==> src/rtl/mg_key_mix_if.sv <==
`default_nettype none
// ============================================================================
// Module      : mg_key_mix_if
// Description : Handshake bundle for the MacGuffin key-mix stage.
//               Upstream side: in_valid/in_ready carry in_block, in_key and
//               in_tag. Downstream side: out_valid/out_ready carry out_data,
//               out_x0 and out_tag.
//               master : the environment (drives in_*, out_ready)
//               slave  : the key-mix stage (drives in_ready, out_*)
//               TAG_W must match the TAG_W of the attached mg_key_mix.
// Revision    : 1.0 - initial release
// ============================================================================
interface mg_key_mix_if #(
    parameter int TAG_W = 4
);
    logic             in_valid;
    logic             in_ready;
    logic [63:0]      in_block;
    logic [47:0]      in_key;
    logic [TAG_W-1:0] in_tag;
    logic             out_valid;
    logic             out_ready;
    logic [47:0]      out_data;
    logic [15:0]      out_x0;
    logic [TAG_W-1:0] out_tag;

    modport master (
        output in_valid, in_block, in_key, in_tag, out_ready,
        input  in_ready, out_valid, out_data, out_x0, out_tag
    );

    modport slave (
        input  in_valid, in_block, in_key, in_tag, out_ready,
        output in_ready, out_valid, out_data, out_x0, out_tag
    );
endinterface
`default_nettype wire

==> src/rtl/mg_key_mix.sv <==
`default_nettype none
// ============================================================================
// Module      : mg_key_mix
// Description : MacGuffin key-mix pipeline stage. XORs the three round-key
//               words into block words x1..x3 and registers the 48-bit result
//               for the downstream F-function permutation; x0 and the round
//               tag ride along as sideband. A main register plus one skid
//               entry give full throughput with a registered in_ready.
// Ports       : clk, rst (async, active-high)
//               bus        - mg_key_mix_if.slave (in_* / out_* handshake)
//               xfer_count - 16-bit output transfer count (only when
//                            MG_KEY_MIX_STATS_EN is defined)
// Options     : `define MG_KEY_MIX_STATS_EN to add the xfer_count port.
// Revision    : 1.0 - initial release
// ============================================================================
module mg_key_mix #(
    parameter int TAG_W = 4
) (
    input  wire logic   clk,
    input  wire logic   rst,
    mg_key_mix_if.slave bus
`ifdef MG_KEY_MIX_STATS_EN
    ,
    output logic [15:0] xfer_count
`endif
);

    // Occupancy: EMPTY = M invalid, ONE = M valid, FULL = M and S valid.
    localparam logic [1:0] c_st_empty = 2'd0;
    localparam logic [1:0] c_st_one   = 2'd1;
    localparam logic [1:0] c_st_full  = 2'd2;

    logic [1:0]       r_state;
    logic [1:0]       w_next_state;
    logic             r_in_ready;
    logic             r_out_valid;
    logic [47:0]      r_m_data;
    logic [15:0]      r_m_x0;
    logic [TAG_W-1:0] r_m_tag;
    logic [47:0]      r_s_data;
    logic [15:0]      r_s_x0;
    logic [TAG_W-1:0] r_s_tag;
    logic [47:0]      w_mix;
    logic             w_accept;

    // {x1^k0, x2^k1, x3^k2}: plain per-word XOR, no rotation or carry.
    assign w_mix = {bus.in_block[47:32] ^ bus.in_key[47:32],
                    bus.in_block[31:16] ^ bus.in_key[31:16],
                    bus.in_block[15:0]  ^ bus.in_key[15:0]};

    assign w_accept = bus.in_valid & r_in_ready;

    always_comb begin
        w_next_state = r_state;
        case (r_state)
            c_st_empty: if (w_accept) w_next_state = c_st_one;
            c_st_one: begin
                if (w_accept && !bus.out_ready)      w_next_state = c_st_full;
                else if (!w_accept && bus.out_ready) w_next_state = c_st_empty;
            end
            c_st_full:  if (bus.out_ready) w_next_state = c_st_one;
            default:    w_next_state = c_st_empty;
        endcase
    end

    always_ff @(posedge clk or posedge rst) begin
        if (rst) begin
            r_state     <= c_st_empty;
            r_in_ready  <= 1'b0;
            r_out_valid <= 1'b0;
            r_m_data    <= '0;
            r_m_x0      <= '0;
            r_m_tag     <= '0;
            r_s_data    <= '0;
            r_s_x0      <= '0;
            r_s_tag     <= '0;
        end else begin
            r_state     <= w_next_state;
            // Registered handshake flags are derived from the next occupancy,
            // so in_ready drops in the same cycle the skid entry fills.
            r_in_ready  <= (w_next_state != c_st_full);
            r_out_valid <= (w_next_state != c_st_empty);
            case (r_state)
                c_st_empty: begin
                    if (w_accept) begin
                        r_m_data <= w_mix;
                        r_m_x0   <= bus.in_block[63:48];
                        r_m_tag  <= bus.in_tag;
                    end
                end
                c_st_one: begin
                    if (w_accept && bus.out_ready) begin
                        r_m_data <= w_mix;
                        r_m_x0   <= bus.in_block[63:48];
                        r_m_tag  <= bus.in_tag;
                    end else if (w_accept) begin
                        // M is stalled: park the newcomer behind it.
                        r_s_data <= w_mix;
                        r_s_x0   <= bus.in_block[63:48];
                        r_s_tag  <= bus.in_tag;
                    end
                end
                c_st_full: begin
                    // in_ready is low here, so the skid entry is the only
                    // candidate for M; this keeps strict FIFO order.
                    if (bus.out_ready) begin
                        r_m_data <= r_s_data;
                        r_m_x0   <= r_s_x0;
                        r_m_tag  <= r_s_tag;
                    end
                end
                default: ;
            endcase
        end
    end

    assign bus.in_ready  = r_in_ready;
    assign bus.out_valid = r_out_valid;
    assign bus.out_data  = r_m_data;
    assign bus.out_x0    = r_m_x0;
    assign bus.out_tag   = r_m_tag;

`ifdef MG_KEY_MIX_STATS_EN
    logic [15:0] r_xfer_count;

    always_ff @(posedge clk or posedge rst) begin
        if (rst) begin
            r_xfer_count <= '0;
        end else if (r_out_valid && bus.out_ready) begin
            r_xfer_count <= r_xfer_count + 16'd1;
        end
    end

    assign xfer_count = r_xfer_count;
`endif

endmodule
`default_nettype wire

==> src/flat_wrapper.sv <==
// flat-port wrapper written by rule: the top's interface ports become plain ports
module mg_key_mix_flat 
#(
    parameter int TAG_W = 4
)
  (clk, rst, bus_in_valid, bus_in_block, bus_in_key, bus_in_tag, bus_out_ready, bus_in_ready, bus_out_valid, bus_out_data, bus_out_x0, bus_out_tag);
  mg_key_mix_if #(.TAG_W(TAG_W)) bus_i ();
  input  wire logic clk;
  input  wire logic rst;
  input wire logic [$bits(bus_i.in_valid)-1:0] bus_in_valid;
  input wire logic [$bits(bus_i.in_block)-1:0] bus_in_block;
  input wire logic [$bits(bus_i.in_key)-1:0] bus_in_key;
  input wire logic [$bits(bus_i.in_tag)-1:0] bus_in_tag;
  input wire logic [$bits(bus_i.out_ready)-1:0] bus_out_ready;
  output wire logic [$bits(bus_i.in_ready)-1:0] bus_in_ready;
  output wire logic [$bits(bus_i.out_valid)-1:0] bus_out_valid;
  output wire logic [$bits(bus_i.out_data)-1:0] bus_out_data;
  output wire logic [$bits(bus_i.out_x0)-1:0] bus_out_x0;
  output wire logic [$bits(bus_i.out_tag)-1:0] bus_out_tag;
  assign bus_i.in_valid = bus_in_valid;
  assign bus_i.in_block = bus_in_block;
  assign bus_i.in_key = bus_in_key;
  assign bus_i.in_tag = bus_in_tag;
  assign bus_i.out_ready = bus_out_ready;
  assign bus_in_ready = bus_i.in_ready;
  assign bus_out_valid = bus_i.out_valid;
  assign bus_out_data = bus_i.out_data;
  assign bus_out_x0 = bus_i.out_x0;
  assign bus_out_tag = bus_i.out_tag;
  mg_key_mix #(.TAG_W(TAG_W)) u_core (.clk(clk), .rst(rst), .bus(bus_i));
endmodule
==> config.mk <==
export PLATFORM = sky130hd
export DESIGN_NAME = mg_key_mix_flat
export DESIGN_NICKNAME = d
export VERILOG_FILES = /design/src/rtl/mg_key_mix_if.sv /design/src/rtl/mg_key_mix.sv /design/src/flat_wrapper.sv
export SDC_FILE = /design/constraint.sdc
export NUM_CORES = 1
export LEC_CHECK = 0
export ABC_AREA = 1
export CAP_MARGIN = 30
export CORE_MARGIN = 1
export CORE_UTILIZATION = 60
export CTS_CLUSTER_SIZE = 40
export DETAILED_ROUTE_END_ITERATION = 10
export DONT_BUFFER_PORTS = 1
export HOLD_SLACK_MARGIN = 0.12
export PLACE_DENSITY = 0.79
export SYNTH_ARGS = -nofsm -noshare
export SYNTH_HDL_FRONTEND = slang
export SYNTH_SLANG_ARGS = --single-unit
==> constraint.sdc <==
create_clock -name clk -period 6 [get_ports clk]
set_clock_uncertainty 0.1 [all_clocks]
set_input_delay 1.2 -clock clk [delete_from_list [all_inputs] [get_ports clk]]
set_output_delay 1.2 -clock clk [all_outputs]
set_load 0.02 [all_outputs]
# Word level (Yosys, flattened, before mapping)

Index checks and enable logic that the tools add are counted.

Input bits: 120
Output and inout port bits: 70
Register bits: 140

Reductions and logical operators: 10
Equal/unequal tests: 6
Mux-type cells: 17
Bitwise operators: 5

Operators by type and width:

| operator           | number |
|---|---|
| $mux 48            | 3 |
| $pmux 48 s3        | 1 |
| $mux 16            | 3 |
| $pmux 16 s3        | 1 |
| $xor 16x16->16     | 3 |
| $mux 4             | 3 |
| $pmux 4 s3         | 1 |
| $mux 2             | 4 |
| $pmux 2 s3         | 1 |
| $ne 2x1->1 const B | 2 |
| $ne 2x2->1 const B | 2 |
| $reduce_and 4->1   | 1 |
| $logic_and 1x1->1  | 3 |
| $reduce_and 3->1   | 1 |
| $reduce_bool 3->1  | 1 |
| $eq 2x1->1 const B | 1 |
| $eq 2x2->1 const B | 1 |
| $logic_not 1->1    | 2 |
| $logic_not 2->1    | 1 |
| $reduce_bool 2->1  | 1 |
| $and 1x1->1        | 1 |
| $not 1->1          | 1 |

# Logic depth before layout (Yosys ltp)

Gate-level depths: netlist of run 1.

Depth after elaboration: 7
Mapped depth: 8
Gate-level depth less buffers: 7

# Worst setup path after synthesis of run 1

No wires, ideal clock.

Path kind: input-to-reg
Start point: input bus_in_valid
End point: register u_core.r_m_data[33], in the netlist u_core.bus.out_data[33]
Stages on the path: 7
Setup slack: 3.917 ns
Arrival: 1.867 ns
Cells stage by stage: nand3_2 > nand2_1 > nand2_2 > buf_6 > buf_6 > nand2_1 > nand2_1

Cells in the longest elaborated chain, start to end: 4
Elaborated cells between the ends (all ways): 5
Those cells by class: 2 x eq/ne; 1 x bitwise; 2 x reduce/logical

RTL lines:

| what                         | line               | source |
|---|---|---|
| start: declaration           | flat_wrapper.sv:10 | `input wire logic [$bits(bus_i.in_valid)-1:0] bus_in_valid;` |
| $and 1x1->1 *                | mg_key_mix.sv:51   | `assign w_accept = bus.in_valid & r_in_ready;` |
| $logic_and 1x1->1            | mg_key_mix.sv:92   | `if (w_accept && bus.out_ready) begin` |
| $ne 2x1->1 (no line)         | -                  |  |
| $reduce_and 4->1 (no line) * | -                  |  |
| end signal: assignment       | mg_key_mix.sv:86   | `r_m_data <= w_mix;` |
| end signal: assignment       | mg_key_mix.sv:93   | `r_m_data <= w_mix;` |
| end signal: assignment       | mg_key_mix.sv:107  | `r_m_data <= r_s_data;` |
| end: declaration             | mg_key_mix.sv:37   | `logic [47:0] r_m_data;` |

Mark *: on every way between the ends. The rest lies on a longest branch, timed or not.
A chain may end at the register's enable or synchronous reset.

# Worst setup path after layout of run 1

Start point: register u_core.r_state[0]
End point: register u_core.r_m_x0[5], in the netlist u_core.bus.out_x0[5]

Cells in the longest elaborated chain, start to end: 3
Elaborated cells between the ends (all ways): 9
Those cells by class: 5 x eq/ne; 1 x mux; 3 x reduce/logical

RTL lines:

| what                                         | line              | source |
|---|---|---|
| start: declaration                           | mg_key_mix.sv:33  | `logic [1:0] r_state;` |
| start signal: assignment                     | mg_key_mix.sv:68  | `r_state <= c_st_empty;` |
| start signal: assignment                     | mg_key_mix.sv:78  | `r_state <= w_next_state;` |
| $eq 2x1->1 (tied with other cells)           | mg_key_mix.sv:83  | `case (r_state)` |
| $ne 2x1->1 (no line) (tied with other cells) | -                 |  |
| $reduce_and 4->1 (no line)                   | -                 |  |
| end signal: assignment                       | mg_key_mix.sv:87  | `r_m_x0 <= bus.in_block[63:48];` |
| end signal: assignment                       | mg_key_mix.sv:94  | `r_m_x0 <= bus.in_block[63:48];` |
| end signal: assignment                       | mg_key_mix.sv:108 | `r_m_x0 <= r_s_x0;` |
| end: declaration                             | mg_key_mix.sv:38  | `logic [15:0] r_m_x0;` |

Several ways; a longest one is shown, not always the timed one.

==> results of run 1 <==
[where the power goes]
group	switching, mW	leakage (nW)	internal (mW)
sequential	0.585	1.72	1.39
clock	0.387	0.309	0.727
combinational	0.494	2.50	0.271
[state kept, by name (all words and copies together), names as in the netlist]
signal	cells
u_core.bus.out_data	48
u_core.r_s_data	48
u_core.bus.out_x0	16
u_core.r_s_x0	16
u_core.bus.out_tag	4
u_core.r_s_tag	4
u_core.r_state	2
u_core.bus.in_ready	1
u_core.bus.out_valid	1
[cells by family after synthesis]
kind of cell / Yosys count / synth area share (%)
and+or+nand+nor: 628 / 34.9
AOI/OAI and AO/OA: 73 / 5.42
buffers and inverters: 156 / 9.62
DFF: 140 / 50.1
[synthesized netlist by cell type (2+ instances only)]
| cell type | instances |
|---|---|
| nand2_1 | 573 |
| dfrtp_1 | 140 |
| inv_1 | 109 |
| o21ai_0 | 66 |
| nand3_1 | 48 |
| buf_2 | 22 |
| buf_4 | 8 |
| clkbuf_1 | 7 |
| inv_2 | 5 |
| o21ai_1 | 5 |
| buf_6 | 4 |
| nand2_2 | 2 |
| nor2_1 | 2 |
| nor2_4 | 2 |
[worst paths after layout]
| check | from | to |
|---|---|---|
| setup / recovery | u_core.r_state[0] | u_core.bus.out_x0[5] |
| hold / removal | u_core.r_s_tag[0] | u_core.r_s_tag[0] |
| setup reg to reg | u_core.r_state[0] | u_core.bus.out_x0[5] |
| hold reg to reg | u_core.r_s_tag[0] | u_core.r_s_tag[0] |
| max in group asynchronous | rst | u_core.bus.out_x0[4] |
| min in group asynchronous | rst | u_core.r_s_data[23] |
[stage by stage]
step                      setup WS [ns]  hold slack (ns)
final                              3.33            0.382
after floorplan                   0.947            0.349
after global routing               3.07            0.402
after global placement             3.07            0.365
after CTS                          3.30            0.383
after detailed placement           3.04            0.367
[critical path, cell delays in order (launching register included)]
cell	delay [ns]
dfrtp_1	0.43
inv_2	0.06
nand2_2	0.09
buf_4	0.55
nand2_1	0.22
nand2_2	0.26
buf_4	0.61
nand2_1	0.16
nand2_1	0.12
[metal layers]
layer  part of all wire, %  global-route usage, %  wire length (um)
met3                   8.0                   8.41              1190
met5                     0                      0                 0
met1                    43                   34.2              6440
met4                   1.7                   7.81               247
met2                    47                   41.1              7030
[final cells by class]
class	count	area share, %
Clock buffer	21	6.17
Clock inverter	10	2.15
Inverter	114	5.68
Multi-Input combinational cell	701	37.1
Sequential cell	140	45.9
Tap cell	143	2.35
Timing Repair Buffer	6	0.591
==> metrics.cfg, run 1 <==
[drt]
firstDrtPassIters=5
via_per_inst=5.02
vias=5698
drt_iter0_drc=431
route.detailed.drc=0
finalWirelength_um=14900
drt-wirelength-per-cell_um=13.1
drtAntennaViolNets=0

[hold_path]
hold_path_class=reg -> reg
whs_path_depth=2

[clock_tree]
cts_sinks=140
cts_max_level=4
post_cts_resized=0
cts_tree=built
ctsRootBufferMaster=clkbuf_16
clkTransAtPathRegs_ns=0.06
ctsHoldBuffers=0
max-clock-path-buffers=2
clock_latency_ns=0.41
post_cts_buffers=0
cts_buffers=17

[cells_and_area]
drive_gt1_share_pct=4.94
n_antenna_cell=0
layout_commonest_cell=nand2_1
register_area_um2=3500
final_area_um2=7620
area_growth_pct=8.94
layout_common_cells=nand2_1 (572), dfrtp_1 (140), inv_1 (108)
final_cell_count_no_fill=1135
utilization_pct=67.1
multi_input_area_um2=2830
fillers=996
nets=1100

[logic_synthesis]
synth_top_area_share_pct=50.1
synth_largest_area_cell=dfrtp_1
avgSynthCellArea_um2=7.02
syn_inst=997
synth_flop_cell=dfrtp_1
ys_async_sr_fraction_pct=100
synth_edf_count=0
synthDistinctLibCells=18
synth_area_leaders=dfrtp_1 (50%), nand2_1 (31%), inv_1 (5.8%), o21ai_0 (4.7%), nand3_1 (3.4%)
synth_seq_area_share_pct=50.1
ys_ff_latch=140
synth_area_um2=7000
synth_nets=1117
ys_warn_count=0

[power]
peakVddDrop_v=0.000287
p_leak_nw=4.53
finalPower_mw=3.86
p_per_area_nw_per_um2=506

[critical_path]
critical_path.max_fanout=58
crit_path_start_kind=flip-flop
cp.arrival_ns=2.91
critPathCaptureType=flip-flop
r2r_cells=8
r2r_slack_ns=3.33
crit_type=reg -> reg
required_ns=6.24

[floorplanning]
die_h_um=110
start_util_pct=61.6
io_pins=190
die_x_um=110
core_um2=11400
rows=39
dieArea_um2=12100

[place]
dp_hpwl_um=9570
placed_cells_incl_taps=1104
dpl_cell_area_um2=6990
gp_congestion=0.764
io_buffers=0

[timing]
worst_pin_slew_ns=0.855
hold_viol=0
fmax_ghz=0.374
fin_crit_ns=2.67
fin_tns_setup_ns=0
rsz0062_at_grt=no
finalSetupViolCount=0
slew_headroom_pct=42.9
slew_viol_final=0
post-route-period-util_pct=44.6

[grt]
grt-ovfl-total=0
grt_pass1_wl_um=24400
grt_pass1_vias=5257
grt_usage_pct=26.0
grt_antenna_before_repair=0
grt_max_degree=79

[outcome]
status=finished clean

[run]
drv_cap=0

(Power assumes the default switching activity.)
==> run 2: changes to the inputs <==
- CORE_UTILIZATION: 60 -> 58
- clock period: 6 -> 2.41 ns (I/O delays scaled with it)
==> metrics.cfg, run 2 (same netlist as run 1, synthesis figures left out) <==
[drt]
drt-wirelength-per-cell_um=13.0
vias=5848
finalWirelength_um=15000
via_per_inst=5.08
firstDrtPassIters=8
route.detailed.drc=12
drt_iter0_drc=399
drtAntennaViolNets=0

[clock_tree]
cts_max_level=4
post_cts_buffers=0
cts_sinks=140
clock_latency_ns=0.42
ctsHoldBuffers=12
post_cts_resized=0
max-clock-path-buffers=2
cts_buffers=17
ctsRootBufferMaster=clkbuf_16
clkTransAtPathRegs_ns=0.06
cts_tree=built

[timing]
fin_crit_ns=1.85
rsz0062_at_grt=no
worst_slack_ns=0.563
finalSetupViolCount=0
slew_headroom_pct=50.2
fin_hold_ws_ns=0.140
hold_viol=0
worst_pin_slew_ns=0.746
slew_viol_final=0
fmax_ghz=0.541
fin_tns_setup_ns=0
post-route-period-util_pct=76.6

[critical_path]
path_delay_family=simple AND/OR/NAND/NOR gates
required_ns=2.66
critPathCaptureType=flip-flop
crit_type=reg -> reg
crit_slowest_cell=dfrtp_1
cp_common_cell=nand2_1
max_stage_delay_ns=0.41
crit_path_start_kind=flip-flop
path_cells=inv_2, nand2_2, nand2_1, nand2_2, buf_4, nand2_1, nand2_1
crit_buf_inv=2
critical_path.max_fanout=36
cp.arrival_ns=2.10

[floorplanning]
start_util_pct=60.5
die_x_um=112
io_pins=190
rows=39
core_um2=11600
dieArea_um2=12500
die_h_um=112

[grt]
grt_pass1_wl_um=25600
grt-ovfl-total=0
grt_usage_pct=25.9
grt_pass1_vias=5618
grt_antenna_before_repair=0
grt_max_degree=141

[cells_and_area]
n_antenna_cell=0
layout_commonest_cell=nand2_1
area_growth_pct=11.1
drive_gt1_share_pct=5.45
layout_common_cells=nand2_1 (572), dfrtp_1 (140), inv_1 (108)
nets=1116

[place]
io_buffers=0
dp_slack_ns=0.575
gp_congestion=0.794
dp_hpwl_um=9430

[power]
p_per_area_nw_per_um2=1210
peakVddDrop_v=0.000752
p_leak_nw=4.59

[hold_path]
hold_path_class=in -> reg

[outcome]
failed_checks=DRC
status=finished with violations

[run]
drv_cap=0

==> run 2: changes by cell type in the layout (fill, tap and decap cells not counted) <==
cell           change
clkinv_2           +4
clkbuf_1           -1
inv_6              -1
dlygate4sd3_1     +12
bufinv_16          -2
buf_12             +4
clkinv_4           -3
clkinvlp_4         +4
==> run 2: power breakdown <==
part	total, mW	switching (mW)	leakage [nW]	internal [mW]
Sequential	4.91	1.44	1.72	3.47
Combinational	1.97	1.24	2.59	0.724
Clock	2.55	0.957	0.283	1.59
Total	9.42	3.64	4.59	5.78
==> run 2: path summary, 6_finish.rpt <==
check | depth (start not counted) | to | slack (ns) | start
worst max-delay path | 7 | u_core.bus.out_x0[11] | 0.56 | u_core.r_state[0]
worst min-delay path | 2 | u_core.r_s_x0[3] | 0.14 | bus_in_block[51]
worst max register to register | 7 | u_core.bus.out_x0[11] | 0.56 | u_core.r_state[0]
worst min register to register | 2 | u_core.r_s_x0[11] | 0.38 | u_core.r_s_x0[11]
max in group asynchronous | 3 | u_core.r_s_data[34] | 1.01 | rst
min in group asynchronous | 3 | u_core.bus.out_data[43] | 0.63 | rst
==> run 2: layer usage <==
metal,track usage (%),wire (um),part of all wire (%),vias up
met3,8.33,1090,7.2,29
met2,42.1,7120,47,187
met4,13.0,373,2.5,0
li1,-,-,-,2992
met1,31.0,6410,43,2640
met5,0,0,0,-
==> run 2: area by class of cell <==
class / count / area (um2)
tap: 143 / 179
timing repair buffer: 22 / 245
sequential: 140 / 3500
clock buffer: 20 / 467
multi-input combinational: 701 / 2830
inverter: 114 / 432
fill: 965 / 3790
clock inverter: 12 / 120
==> run 2: per-stage QoR <==
| stage | area (um2) | total power, mW | util [%] | instances |
|---|---|---|---|---|
| 6_report | 7780 | 9.42 | 67.2 | 1152 |
| 5_1_grt | 7780 | 10.0 | 67.2 | 1152 |
| 4_1_cts | 7780 | 9.50 | 67.2 | 1152 |
| 3_5_place_dp | 7070 | 6.89 | 61.1 | 1108 |
| 3_3_place_gp | 7070 | 6.78 | 61.1 | 1108 |
| 2_1_floorplan | 7000 | 6.35 | - | 997 |
==> run 3: changes to the inputs <==
- CORE_UTILIZATION: 58 -> 60
- clock period: 2.41 -> 1.9 ns (I/O delays scaled with it)
==> metrics.cfg, run 3 (same netlist as run 1, synthesis figures left out) <==
[outcome]
status=finished clean

[timing]
hold_viol=0
fin_hold_ws_ns=0.116
fin_crit_ns=1.63
fmax_ghz=0.614
post-route-period-util_pct=85.7
rsz0062_at_grt=no
slew_viol_final=0
slew_headroom_pct=54.0
worst_pin_slew_ns=0.689
finalSetupViolCount=0

[critical_path]
worstSetupPathDepth=7
startpoint=u_core.r_state[0]
crit_buf_inv=2
required_ns=2.16
path_cells=inv_2, nand2_2, nand2_1, nand2_2, buf_4, nand2_1, nand2_1
max_stage_delay_ns=0.41
crit_type=reg -> reg
path_delay_family=simple AND/OR/NAND/NOR gates
r2r_slack_ns=0.27
crit_end=u_core.bus.out_data[6]
critical_path.max_fanout=37
cp_common_cell=nand2_1
cp.arrival_ns=1.88
crit_path_start_kind=flip-flop
r2r_cells=7
r2r-end=u_core.bus.out_data[6]
crit_slowest_cell=dfrtp_1
critPathCaptureType=flip-flop
r2r-start=u_core.r_state[0]

[clock_tree]
cts_buffers=17
cts_max_level=4
post_cts_resized=0
post_cts_buffers=0
clkTransAtPathRegs_ns=0.06
cts_tree=built
ctsHoldBuffers=121
max-clock-path-buffers=2
ctsRootBufferMaster=clkbuf_16
clock_latency_ns=0.42
cts_sinks=140

[grt]
grt_pass1_wl_um=29900
grt_antenna_before_repair=0
grt_max_degree=67
grt_usage_pct=32.4
grt-ovfl-total=0
grt_pass1_vias=6573

[power]
finalPower_mw=12.5
p_leak_nw=5.06
peakVddDrop_v=0.000902
pwr-share-seq_pct=50.3
p_per_area_nw_per_um2=1390
swShare_pct=38.2
p_switching_mw=4.76
pwr-share-comb_pct=22.4
clkPwrFrac_pct=27.2
p_int_mw=7.71

[floorplanning]
start_util_pct=61.6
die_x_um=110
dieArea_um2=12100
core_um2=11400
io_pins=190
rows=39
die_h_um=110

[drt]
finalWirelength_um=18900
drt-wirelength-per-cell_um=14.9
drtAntennaViolNets=0
route.detailed.drc=0
firstDrtPassIters=8
drt_iter0_drc=571
via_per_inst=5.26
vias=6679

[place]
gp_congestion=0.749
placed_cells_incl_taps=1116
io_buffers=0
dp_hpwl_um=10300

[cells_and_area]
drive_gt1_share_pct=5.24
nets=1233
layout_common_cells=nand2_1 (572), dfrtp_1 (140), dlygate4sd3_1 (121)
area_growth_pct=28.5
layout_commonest_cell=nand2_1
n_antenna_cell=0
final_cell_count_no_fill=1269

[hold_path]
hold_path_class=in -> reg

[run]
drv_cap=0

==> run 3: cell types whose count changed in the layout (fill, tap and decap cells not counted), sizes merged <==
cell / previous run / this run
clkinvlp: 5 / 1
dlygate4sd3: 12 / 121
buf: 10 / 18
bufinv: 2 / 3
clkbuf: 20 / 25
clkinv: 6 / 4
==> run 3: metal layers <==
| metal | GRT usage [%] | share of wire [%] | routed length (um) |
|---|---|---|---|
| met1 | 37.8 | 38 | 7260 |
| met2 | 54.9 | 50 | 9440 |
| met3 | 9.99 | 8.6 | 1620 |
| met4 | 14.7 | 2.9 | 541 |
| met5 | 0 | 0 | 0 |
==> run 3: tightest hold or removal path: cells and delay by family <==
family	cells	cell delay [ns]
AO/OA/AOI/OAI	1	0.08
AND/OR/NAND/NOR	2	0.12
==> run 3: layout make-up <==
cell class | count | area (um2)
flip-flops and latches | 140 | 3500
multi-input cells | 701 | 2830
fillers | 721 | 2370
repair buffers | 139 | 1450
clock buffers | 25 | 495
inverters | 114 | 432
well taps | 143 | 179
clock inverters | 7 | 110
==> run 3: worst min-delay path by stage <==
stage / startpoint / end / slack, ns / cells after the start
4_1_cts: bus_in_key[45] / u_core.r_s_data[45] / 0.12 / 4
3_3_place_gp: rst / u_core.bus.out_data[43] / 0.29 / 1
2_1_floorplan: u_core.r_s_tag[0] / u_core.r_s_tag[0] / 0.35 / 2
3_5_place_dp: rst / u_core.bus.out_data[43] / 0.29 / 1
6_report: bus_in_block[13] / u_core.r_s_data[13] / 0.12 / 3
5_1_grt: bus_in_key[3] / u_core.r_s_data[3] / 0.12 / 3
==> run 3: power groups by stage <==
stage | clock, mW | sequential, mW | combinational [mW]
2_1_floorplan | 0 | 5.98 | 2.08
3_3_place_gp | 0 | 6.25 | 2.43
3_5_place_dp | 0 | 6.27 | 2.54
4_1_cts | 3.40 | 6.25 | 2.75
5_1_grt | 3.55 | 6.43 | 3.23
6_report | 3.40 | 6.27 | 2.80
==> run 3: through the flow <==
stage | cell area (um2) | setup slack, ns | utilization [%] | TNS (ns)
3_5_place_dp | 7180 | 0.281 | 63.1 | 0
4_1_cts | 9000 | 0.263 | 79.1 | 0
2_1_floorplan | 7000 | -0.329 | - | -46.07
3_3_place_gp | 7180 | 0.348 | 63.1 | 0
6_report | 9000 | 0.271 | 79.1 | 0
5_1_grt | 9000 | 0.151 | 79.1 | 0
